**src/rtl/decode_queue.sv**
```systemverilog
// Buffered RV32I decode stage: decodes {pc, inst} at enqueue time into a DEPTH-entry FIFO feeding execute.
// Define RV32M_EN to decode the M extension (OP with funct7=0x01); otherwise those encodings are illegal.
module decode_queue #(
    parameter int XLEN  = 32,
    parameter int DEPTH = 4,
    parameter int CNT_W = $clog2(DEPTH) + 1
) (
    input  logic             clk,
    input  logic             rst_n,
    input  logic             flush,
    input  logic             in_valid,
    output logic             in_ready,
    input  logic [XLEN-1:0]  in_pc,
    input  logic [31:0]      in_inst,
    output logic             out_valid,
    input  logic             out_ready,
    output logic [XLEN-1:0]  out_pc,
    output logic [4:0]       out_rd,
    output logic [4:0]       out_rs1,
    output logic [4:0]       out_rs2,
    output logic [XLEN-1:0]  out_imm,
    output logic [4:0]       out_alu_op,
    output logic [4:0]       out_mem_op,
    output logic             out_wb_en,
    output logic             out_is_branch,
    output logic             out_is_jump,
    output logic             out_illegal,
    output logic [CNT_W-1:0] count
);

    localparam int PTR_W = $clog2(DEPTH);
`ifdef RV32M_EN
    localparam int ALU_W = 5;
`else
    localparam int ALU_W = 4;
`endif

    localparam logic [6:0] OPC_LUI    = 7'b0110111;
    localparam logic [6:0] OPC_AUIPC  = 7'b0010111;
    localparam logic [6:0] OPC_JAL    = 7'b1101111;
    localparam logic [6:0] OPC_JALR   = 7'b1100111;
    localparam logic [6:0] OPC_BRANCH = 7'b1100011;
    localparam logic [6:0] OPC_LOAD   = 7'b0000011;
    localparam logic [6:0] OPC_STORE  = 7'b0100011;
    localparam logic [6:0] OPC_OPIMM  = 7'b0010011;
    localparam logic [6:0] OPC_OP     = 7'b0110011;
    localparam logic [6:0] OPC_SYSTEM = 7'b1110011;

    localparam logic [4:0] ALU_ADD    = 5'd0;
    localparam logic [4:0] ALU_SUB    = 5'd1;
    localparam logic [4:0] ALU_SLL    = 5'd2;
    localparam logic [4:0] ALU_SLT    = 5'd3;
    localparam logic [4:0] ALU_SLTU   = 5'd4;
    localparam logic [4:0] ALU_XOR    = 5'd5;
    localparam logic [4:0] ALU_SRL    = 5'd6;
    localparam logic [4:0] ALU_SRA    = 5'd7;
    localparam logic [4:0] ALU_OR     = 5'd8;
    localparam logic [4:0] ALU_AND    = 5'd9;
    localparam logic [4:0] ALU_CSRSET = 5'd10;
    localparam logic [4:0] ALU_CSRCLR = 5'd11;

    localparam logic [1:0] MEM_READ  = 2'd1;
    localparam logic [1:0] MEM_WRITE = 2'd2;

    typedef struct packed {
        logic [XLEN-1:0]  pc;
        logic [4:0]       rd;
        logic [4:0]       rs1;
        logic [4:0]       rs2;
        logic [XLEN-1:0]  imm;
        logic [ALU_W-1:0] aluOp;
        logic [4:0]       memOp;
        logic             wbEn;
        logic             isBranch;
        logic             isJump;
        logic             illegal;
    } bundle_t;

    function automatic logic [XLEN-1:0] sext(input logic [31:0] v);
        return XLEN'($signed(v));
    endfunction

    // Shared funct3 -> ALU mapping for OP and OP_IMM; alt selects SUB/SRA.
    function automatic logic [4:0] baseAlu(input logic [2:0] f3, input logic alt);
        logic [4:0] op;
        case (f3)
            3'd0:    op = alt ? ALU_SUB : ALU_ADD;
            3'd1:    op = ALU_SLL;
            3'd2:    op = ALU_SLT;
            3'd3:    op = ALU_SLTU;
            3'd4:    op = ALU_XOR;
            3'd5:    op = alt ? ALU_SRA : ALU_SRL;
            3'd6:    op = ALU_OR;
            default: op = ALU_AND;
        endcase
        return op;
    endfunction

    logic [6:0]      w_opcode;
    logic [2:0]      w_funct3;
    logic [6:0]      w_funct7;
    logic [XLEN-1:0] w_immI;
    logic [XLEN-1:0] w_immS;
    logic [XLEN-1:0] w_immB;
    logic [XLEN-1:0] w_immU;
    logic [XLEN-1:0] w_immJ;
    logic [XLEN-1:0] w_shamt;
    logic [XLEN-1:0] w_zimm;
    bundle_t         w_dec;
    logic            w_push;
    logic            w_pop;

    assign w_opcode = in_inst[6:0];
    assign w_funct3 = in_inst[14:12];
    assign w_funct7 = in_inst[31:25];

    assign w_immI  = sext({{20{in_inst[31]}}, in_inst[31:20]});
    assign w_immS  = sext({{20{in_inst[31]}}, in_inst[31:25], in_inst[11:7]});
    assign w_immB  = sext({{19{in_inst[31]}}, in_inst[31], in_inst[7], in_inst[30:25], in_inst[11:8], 1'b0});
    assign w_immU  = sext({in_inst[31:12], 12'b0});
    assign w_immJ  = sext({{11{in_inst[31]}}, in_inst[31], in_inst[19:12], in_inst[20], in_inst[30:21], 1'b0});
    assign w_shamt = XLEN'(in_inst[24:20]);
    assign w_zimm  = XLEN'(in_inst[19:15]);

    always_comb begin
        w_dec          = '0;
        w_dec.pc       = in_pc;
        w_dec.rd       = in_inst[11:7];
        w_dec.rs1      = in_inst[19:15];
        w_dec.rs2      = in_inst[24:20];
        w_dec.aluOp    = ALU_W'(ALU_ADD);
        case (w_opcode)
            OPC_LUI, OPC_AUIPC: begin
                w_dec.imm  = w_immU;
                w_dec.wbEn = 1'b1;
            end
            OPC_JAL: begin
                w_dec.imm    = w_immJ;
                w_dec.isJump = 1'b1;
                w_dec.wbEn   = 1'b1;
            end
            OPC_JALR: begin
                w_dec.imm    = w_immI;
                w_dec.isJump = 1'b1;
                w_dec.wbEn   = 1'b1;
            end
            OPC_BRANCH: begin
                w_dec.imm      = w_immB;
                w_dec.isBranch = 1'b1;
                case (w_funct3)
                    3'd0, 3'd1: w_dec.aluOp   = ALU_W'(ALU_SUB);
                    3'd4, 3'd5: w_dec.aluOp   = ALU_W'(ALU_SLT);
                    3'd6, 3'd7: w_dec.aluOp   = ALU_W'(ALU_SLTU);
                    default:    w_dec.illegal = 1'b1;
                endcase
            end
            OPC_LOAD: begin
                w_dec.imm = w_immI;
                if (w_funct3 == 3'd3 || w_funct3 == 3'd6 || w_funct3 == 3'd7) begin
                    w_dec.illegal = 1'b1;
                end else begin
                    w_dec.memOp = {MEM_READ, ~w_funct3[2], w_funct3[1:0]};
                    w_dec.wbEn  = 1'b1;
                end
            end
            OPC_STORE: begin
                w_dec.imm = w_immS;
                if (w_funct3 > 3'd2) begin
                    w_dec.illegal = 1'b1;
                end else begin
                    w_dec.memOp = {MEM_WRITE, 1'b0, w_funct3[1:0]};
                end
            end
            OPC_OPIMM: begin
                w_dec.imm   = w_immI;
                w_dec.wbEn  = 1'b1;
                w_dec.aluOp = ALU_W'(baseAlu(w_funct3, 1'b0));
                // Shift immediates carry funct7 in the upper bits, so only the shamt is the operand.
                if (w_funct3 == 3'd1) begin
                    w_dec.imm = w_shamt;
                    if (w_funct7 != 7'h00) w_dec.illegal = 1'b1;
                end else if (w_funct3 == 3'd5) begin
                    w_dec.imm = w_shamt;
                    if (w_funct7 == 7'h20)      w_dec.aluOp   = ALU_W'(ALU_SRA);
                    else if (w_funct7 != 7'h00) w_dec.illegal = 1'b1;
                end
            end
            OPC_OP: begin
                w_dec.wbEn = 1'b1;
                if (w_funct7 == 7'h00 || w_funct7 == 7'h20) begin
                    w_dec.aluOp = ALU_W'(baseAlu(w_funct3, w_funct7[5]));
`ifdef RV32M_EN
                end else if (w_funct7 == 7'h01) begin
                    w_dec.aluOp = {2'b10, w_funct3};
`endif
                end else begin
                    w_dec.illegal = 1'b1;
                end
            end
            OPC_SYSTEM: begin
                w_dec.imm = w_funct3[2] ? w_zimm : w_immI;
                case (w_funct3[1:0])
                    2'd2:    w_dec.aluOp = ALU_W'(ALU_CSRSET);
                    2'd3:    w_dec.aluOp = ALU_W'(ALU_CSRCLR);
                    default: w_dec.aluOp = ALU_W'(ALU_ADD);
                endcase
                w_dec.wbEn = (w_funct3[1:0] != 2'd0);
            end
            default: w_dec.illegal = 1'b1;
        endcase

        // Illegal entries travel down the pipe as inert bubbles that only raise the trap flag.
        if (w_dec.illegal) begin
            w_dec.aluOp    = ALU_W'(ALU_ADD);
            w_dec.memOp    = '0;
            w_dec.wbEn     = 1'b0;
            w_dec.isBranch = 1'b0;
            w_dec.isJump   = 1'b0;
        end
    end

    bundle_t          r_mem [DEPTH];
    logic [PTR_W-1:0] r_wrPtr;
    logic [PTR_W-1:0] r_rdPtr;
    logic [CNT_W-1:0] r_count;

    assign in_ready  = (r_count != CNT_W'(DEPTH));
    assign out_valid = (r_count != '0);
    assign w_push    = in_valid & in_ready & ~flush;
    assign w_pop     = out_valid & out_ready & ~flush;

    always_ff @(posedge clk or negedge rst_n) begin
        if (!rst_n) begin
            for (int i = 0; i < DEPTH; i++) r_mem[i] <= '0;
            r_wrPtr <= '0;
            r_rdPtr <= '0;
            r_count <= '0;
        end else if (flush) begin
            r_wrPtr <= '0;
            r_rdPtr <= '0;
            r_count <= '0;
        end else begin
            if (w_push) begin
                r_mem[r_wrPtr] <= w_dec;
                r_wrPtr        <= r_wrPtr + PTR_W'(1);
            end
            if (w_pop) r_rdPtr <= r_rdPtr + PTR_W'(1);
            case ({w_push, w_pop})
                2'b10:   r_count <= r_count + CNT_W'(1);
                2'b01:   r_count <= r_count - CNT_W'(1);
                default: r_count <= r_count;
            endcase
        end
    end

    assign out_pc        = r_mem[r_rdPtr].pc;
    assign out_rd        = r_mem[r_rdPtr].rd;
    assign out_rs1       = r_mem[r_rdPtr].rs1;
    assign out_rs2       = r_mem[r_rdPtr].rs2;
    assign out_imm       = r_mem[r_rdPtr].imm;
    assign out_alu_op    = 5'(r_mem[r_rdPtr].aluOp);
    assign out_mem_op    = r_mem[r_rdPtr].memOp;
    assign out_wb_en     = r_mem[r_rdPtr].wbEn;
    assign out_is_branch = r_mem[r_rdPtr].isBranch;
    assign out_is_jump   = r_mem[r_rdPtr].isJump;
    assign out_illegal   = r_mem[r_rdPtr].illegal;
    assign count         = r_count;

endmodule
```
**config.mk**
```make
export PLATFORM = sky130hd
export DESIGN_NAME = decode_queue
export DESIGN_NICKNAME = d
export VERILOG_FILES = /design/src/rtl/decode_queue.sv
export SDC_FILE = /design/constraint.sdc
export NUM_CORES = 1
export LEC_CHECK = 0
export ABC_AREA = 1
export CAP_MARGIN = 25
export CORE_UTILIZATION = 58
export CTS_CLUSTER_SIZE = 20
export DETAILED_ROUTE_END_ITERATION = 6
export HOLD_SLACK_MARGIN = 0.05
export PLACE_DENSITY = 0.84
export SETUP_SLACK_MARGIN = 0.2
export SYNTH_ARGS = -nofsm -noshare
export SYNTH_HDL_FRONTEND = slang
export SYNTH_SLANG_ARGS = --single-unit
```
**constraint.sdc**
```tcl
create_clock -name clk -period 2.49 [get_ports clk]
set_clock_uncertainty 0.05 [all_clocks]
set_input_delay 0.498 -clock clk [delete_from_list [all_inputs] [get_ports clk]]
set_output_delay 0.498 -clock clk [all_outputs]
set_load 0.01 [all_outputs]
```
# After elaboration in Yosys (flattened, before gate mapping)
# Index checks and enable logic that the tools add are counted.
[op_classes] add_sub_neg=4 bitwise_logic=8 mux=42 n_reduce_logical=22 n_lt_le_gt_ge=4 n_eq_ne=23
[op_table] cell="368-bit bitwise mux" n=1
[op_table] cell="92-bit 2-to-1 mux" n=3
[op_table] cell="32-bit one-hot mux with 7 select lines" n=1
[op_table] cell="92-bit binary-select mux with 2-bit select" n=1
[op_table] cell="92-bit demux with 2-bit select" n=1
[op_table] cell="32-bit 2-to-1 mux" n=2
[op_table] cell="4-bit one-hot mux with 7 select lines" n=2
[op_table] cell="36-bit 2-to-1 mux" n=1
[op_table] cell="7-bit by 6-bit equality test with 1-bit output (second input constant)" n=4
[op_table] cell="7-bit equality test (second input constant)" n=4
[op_table] cell="4-bit one-hot mux with 4 select lines" n=1
[op_table] cell="7-bit by 5-bit equality test with 1-bit output (second input constant)" n=2
[op_table] cell="3-bit equality test (second input constant)" n=4
[op_table] cell="1-bit 2-to-1 mux" n=12
[op_table] cell="12-bit 2-to-1 mux" n=1
[op_table] cell="4-bit 2-to-1 mux" n=3
[op_table] cell="2-bit OR reduction" n=6
[op_table] cell="6-bit OR reduction" n=2
[op_table] cell="5-bit 2-to-1 mux" n=2
[op_table] cell="5-bit one-hot mux with 2 select lines" n=1
[op_table] cell="3-bit one-hot mux with 3 select lines" n=1
[op_table] cell="2-bit 2-to-1 mux" n=4
[op_table] cell="4-bit one-hot mux with 2 select lines" n=1
[op_table] cell="7-bit by 2-bit equality test with 1-bit output (second input constant)" n=1
[op_table] cell="other kinds (27)" n=42
[word_totals] inputBits=69 out_inout_bits=98 reg_bits=375 elab_cells=150

# Logic depth before layout (Yosys ltp)
[depth] word_depth=8 depth_mapped=12 depth_no_buf=11

# Least setup slack after synthesis
# Ideal clock, no wire load.
[synth_path] path_type="reg-to-reg" from="register r_count[0] (netlist: count[0])" to="register r_count[2] (netlist: count[2])" required_time_ns=2.308 synth_period_minus_slack_ns=1.983 setup_ns=0.132 slack_ns=0.507 n_path_buf=0 arrival_time_ns=1.801 path_stages_with_launch=11 cell_sequence="dfrtp_1 inv_1 nand3_1 and2_1 inv_1 nor2_1 fa_1 xor2_1 xor2_1 nand2_1 o21ai_0"
[synth_via] elab_chain_len=6 elab_cells_between_ends=13 classes_between="2 x add/sub; 3 x eq/ne; 2 x mux; 4 x bitwise; 2 x reduce/logical"
[synth_lines] element="start, declared" line_no="225" source="logic [CNT_W-1:0] r_count;"
[synth_lines] element="start signal, assigned" line_no="249" source="2'b10: r_count <= r_count + CNT_W'(1);"
[synth_lines] element="start signal, assigned" line_no="250" source="2'b01: r_count <= r_count - CNT_W'(1);"
[synth_lines] element="start signal, assigned" line_no="251" source="default: r_count <= r_count;"
[synth_lines] element="3-bit nonzero test *" line_no="228" source="assign out_valid = (r_count != '0);"
[synth_lines] element="via out_valid" line_no="15" source="output logic out_valid,"
[synth_lines] element="1-bit AND * (2 in a row)" line_no="230" source="assign w_pop = out_valid & out_ready & ~flush;"
[synth_lines] element="2-bit by 1-bit equality test with 1-bit output / 2-bit equality test (equally long branches)" line_no="248" source="case ({w_push, w_pop})"
[synth_lines] element="3-bit one-hot mux with 2 select lines" line_no="248"
[synth_lines] element="3-bit 2-to-1 mux" line_no="238" source="end else if (flush) begin"
# The timed path passes the listed nets; every way through them passes the cells marked *.
# A chain may end at the register's enable or synchronous reset.

# Final worst setup path
[layout_path] from="register r_rdPtr[0]" to="output port out_rs2[4]"
[layout_via] elab_chain_len=4
[layout_lines] element="start, declared" line_no="224" source="logic [PTR_W-1:0] r_rdPtr;"
[layout_lines] element="start signal, assigned" line_no="247" source="if (w_pop) r_rdPtr <= r_rdPtr + PTR_W'(1);"
[layout_lines] element="2-bit inverter with 3-bit output (not written as such)" line_no="259" source="assign out_rs2 = r_mem[r_rdPtr].rs2;"
[layout_lines] element="92-bit binary-select mux with 2-bit select" line_no="259"
[layout_lines] element="92-bit 2-to-1 mux (2 in a row)"
[layout_lines] element="end, declared" line_no="20" source="output logic [4:0] out_rs2,"
# Every way passes these cells. The select of a mux whose other input is x is not followed.

==> results summary <==
Leaving out filler cells and counting taps, the final layout contains 2821. The total routed wirelength is slightly above 60000 µm. The actual slew at the worst max-slew pin is ~0.63 ns. The post-place setup slack is -0.213 ns. The highest clock rate came out at about 0.37 GHz. The synthesized area is 0.0174 mm². The pin count of the biggest net entering global routing came out at between 100 and 150. Leaving out fill and tap cells, the most frequent cell in the layout is sky130_fd_sc_hd__nand2_1. The total routing usage reported by global routing is between 30% and 40%. The max-capacitance violation count is 0. The core region is just under 0.03 mm². The number of global-route vias before repair came out at ~17000.

The routability congestion estimate from global placement came out at around 0.94. The clock sink total is ~380. Counting tap cells, the placed design contains a total of approximately 2700 instances.

The register area share after synthesis came out at a little over half. The H-tree was split into 2 levels. The data arrival at the endpoint of the critical path is between 2 and 2.5 ns. The die footprint came out at 0.0306 mm². The worst reg-to-reg setup slack is slightly below 0.4 ns.

The post-route DRC violation count came out at 1. The average wire per standard cell came out at between 20 and 25 µm. The fraction of layout instances using a drive strength above 1 is 21.7%. The final HPWL from detailed placement came out at roughly 32000 µm.

The sort of element at the start of the critical path is a flip-flop. The fraction of the cycle the final worst path needs is 107%. The detailed router finished its first iteration with 2693 violations. The count of buffers inserted at the top-level ports is 165. The count of inserted antenna diode cells came out at 0. The number of iterations in the first detailed-routing pass is 7. The largest vdd supply drop is 737 µV. The normalized max-slew margin came out at between 50% and 60%.

The synthesized net count came out at 2263. The TritonCTS clock tree is built. Clock latency on the worst-skew pair, taken at its later pin, is approximately 0.56 ns. The count of endpoints failing hold in the final timing report is 0. From bottom edge to top edge, the die measures approximately 180 µm. The initial antenna violation count came out at 1. The highest net fanout along the worst path came out at 10. The layout net count came out at between 2000 and 2500. In this run the static leakage power is ~12 nW. The total setup violations reported at the end of the flow is 80. In the synthesized netlist the dominant register cell turns out to be sky130_fd_sc_hd__dfrtp_1.

The checks that failed: DRC, setup timing. The required time at the worst-slack endpoint is just under 2 ns. The distinct cell type count of the synthesized netlist is 34.

The number of cells produced by synthesis is between 2000 and 2500. The number of placement rows came out at 62. The final global-route overflow total is 0.

The flow ran to the end, but the final reports show violations. The clock-pin transition on the worst setup and hold timing paths is ~0.060 ns. The critical path is of the reg -> out type. The number of synthesis warnings is 0. The first global-routing pass estimated 88600 µm of wire. The time the worst path needs with I/O delays and setup is between 2 and 3 ns. Of all flip-flops after synthesis, the portion carrying an async set or reset was 100%. The total power is ~24 mW. The library cells used most frequently in the layout, excluding fill and tap cells, are 710 x sky130_fd_sc_hd__nand2_1, 373 x sky130_fd_sc_hd__dfrtp_1, 306 x sky130_fd_sc_hd__o21ai_0. Setup repair after global routing could not meet its margin everywhere.

The clock passes through at most 3 buffers. The power density over the cells is 1040 mW/mm². The area growth from synthesis to layout is 31.7%. The flip-flop and latch count after synthesis is roughly 380. The routed via count divided by cell count is 6.33.

The post-layout instance area is around 0.023 mm². The min-delay analysis places its worst path in the category in -> async. Yosys mapped a number of flops with a built-in enable equal to 0. The initial utilization of the core area, before any placement, comes to slightly below 60%. The capturing element type of the critical path is an output pin. The average cell area after synthesis is 7.93 µm². The final antenna-violating net count came out at 0. The instance area at placement is roughly 0.02 mm². The tree is rooted in a sky130_fd_sc_hd__clkbuf_16. The number of buffers inserted during clock tree synthesis came out at 40. After layout, the worst setup slack is -0.185 ns. The count of pins over their slew limit is 0. The overall via count from detail_route is around 18000. In this run the horizontal extent of the chip is ~180 µm. The total I/O pin count is 167.
-- registers in the layout, summed over array words and instances, names as in the netlist --
| name | count |
|---|---|
| count | 3 |
| r_mem | 368 |
| r_rdPtr | 2 |
| r_wrPtr | 2 |
-- power breakdown --
group | internal [mW] | switching, mW
clock | 3.50 | 2.56
sequential | 7.62 | 1.09
combinational | 3.85 | 5.11
-- cell usage after synthesis (2+ instances only) --
| cell | instances | share of area (%) |
|---|---|---|
| sky130_fd_sc_hd__ha_1 | 4 | 0.29 |
| sky130_fd_sc_hd__clkbuf_1 | 110 | 2.4 |
| sky130_fd_sc_hd__nand3b_1 | 2 | 0.086 |
| sky130_fd_sc_hd__buf_6 | 4 | 0.26 |
| sky130_fd_sc_hd__and2_1 | 2 | 0.072 |
| sky130_fd_sc_hd__o21ai_0 | 405 | 12 |
| sky130_fd_sc_hd__buf_2 | 29 | 0.84 |
| sky130_fd_sc_hd__o22ai_1 | 96 | 3.5 |
| sky130_fd_sc_hd__nand3_1 | 52 | 1.5 |
| sky130_fd_sc_hd__inv_2 | 8 | 0.17 |
| sky130_fd_sc_hd__nor3_1 | 2 | 0.058 |
| sky130_fd_sc_hd__nand2_2 | 31 | 1.1 |
| sky130_fd_sc_hd__nand4_1 | 3 | 0.11 |
| sky130_fd_sc_hd__nor2_4 | 4 | 0.26 |
| sky130_fd_sc_hd__xor2_1 | 2 | 0.10 |
| sky130_fd_sc_hd__nor2_1 | 224 | 4.8 |
| sky130_fd_sc_hd__dfrtp_1 | 375 | 54 |
| sky130_fd_sc_hd__buf_1 | 3 | 0.065 |
| sky130_fd_sc_hd__nand2_1 | 710 | 15 |
| sky130_fd_sc_hd__o21ai_1 | 4 | 0.12 |
| sky130_fd_sc_hd__inv_1 | 80 | 1.7 |
| sky130_fd_sc_hd__nor2_2 | 2 | 0.072 |
| sky130_fd_sc_hd__a21oi_1 | 26 | 0.75 |
-- repair_timing --
action                                  CTS  global route
setup buffers                            25            11
pin swaps                                44            47
endpoints found under the setup margin   93           141
gates resized for setup                 574           153
hold endpoints to repair                 44             0
gates cloned                             17             6
hold buffers                              1             0
-- through the flow --
stage	utilization, %	hold WS, ns	setup TNS [ns]
2_1_floorplan	-	0.152	0
3_3_place_gp	68.8	0.406	-12.26
3_5_place_dp	68.8	0.410	-13.23
4_1_cts	75.8	0.426	-2.23
5_1_grt	78.6	0.444	-7.07
6_report	78.6	0.429	-4.78
-- cell type report --
class                   instances  area (µm²)
repair buffers                325        3440
clock inverters                11         116
clock buffers                  59        1210
flip-flops and latches        375        9390
inverters                      88         343
fillers                      1729        6220
well taps                     384         480
multi-input cells            1579        7890
-- routing by layer --
metal  up-vias  share of wire (%)  track usage [%]  wire length, µm
met5         -              0.018                0               11
met4         2                5.1             18.4             3070
met3       304                 11             6.79             6790
met2      1414                 47             59.1            28800
met1      8555                 36             47.8            22000
li1       7588                  -                -                -
-- critical path: stages, from the launching register on --
cell and delay [ns]:
sky130_fd_sc_hd__dfrtp_4 0.48, sky130_fd_sc_hd__buf_12 0.16, sky130_fd_sc_hd__buf_16 0.19, sky130_fd_sc_hd__buf_16 0.17
sky130_fd_sc_hd__o21ai_2 0.07, sky130_fd_sc_hd__o22ai_1 0.27, sky130_fd_sc_hd__buf_2 0.19
-- cell families (layout without fill, tap and decap cells) --
kind of cell               Yosys count  after routing  synth area share, %
buffers and inverters              235            483                 5.48
AOI/OAI and AO/OA                  537            537                 16.4
DFF                                375            375                 54.1
other                                1              1               0.0216
and+or+nand+nor                   1034           1034                 23.6
xor gates and xnor gates             2              2                0.101
adders and majority gates            5              5                0.404
-- final timing paths --
| check | startpoint | to | cells past startpoint |
|---|---|---|---|
| hold reg to reg | r_mem[211] | r_mem[211] | 2 |
| setup / recovery | r_rdPtr[0] | out_rs2[4] | 6 |
| min in group clk | r_mem[211] | r_mem[211] | 2 |
| hold / removal | rst_n | r_mem[348] | 2 |
| max in group asynchronous | rst_n | r_mem[221] | 3 |
| setup reg to reg | count[0] | r_mem[170] | 8 |
Note: power is estimated with default switching activity, not from simulation.
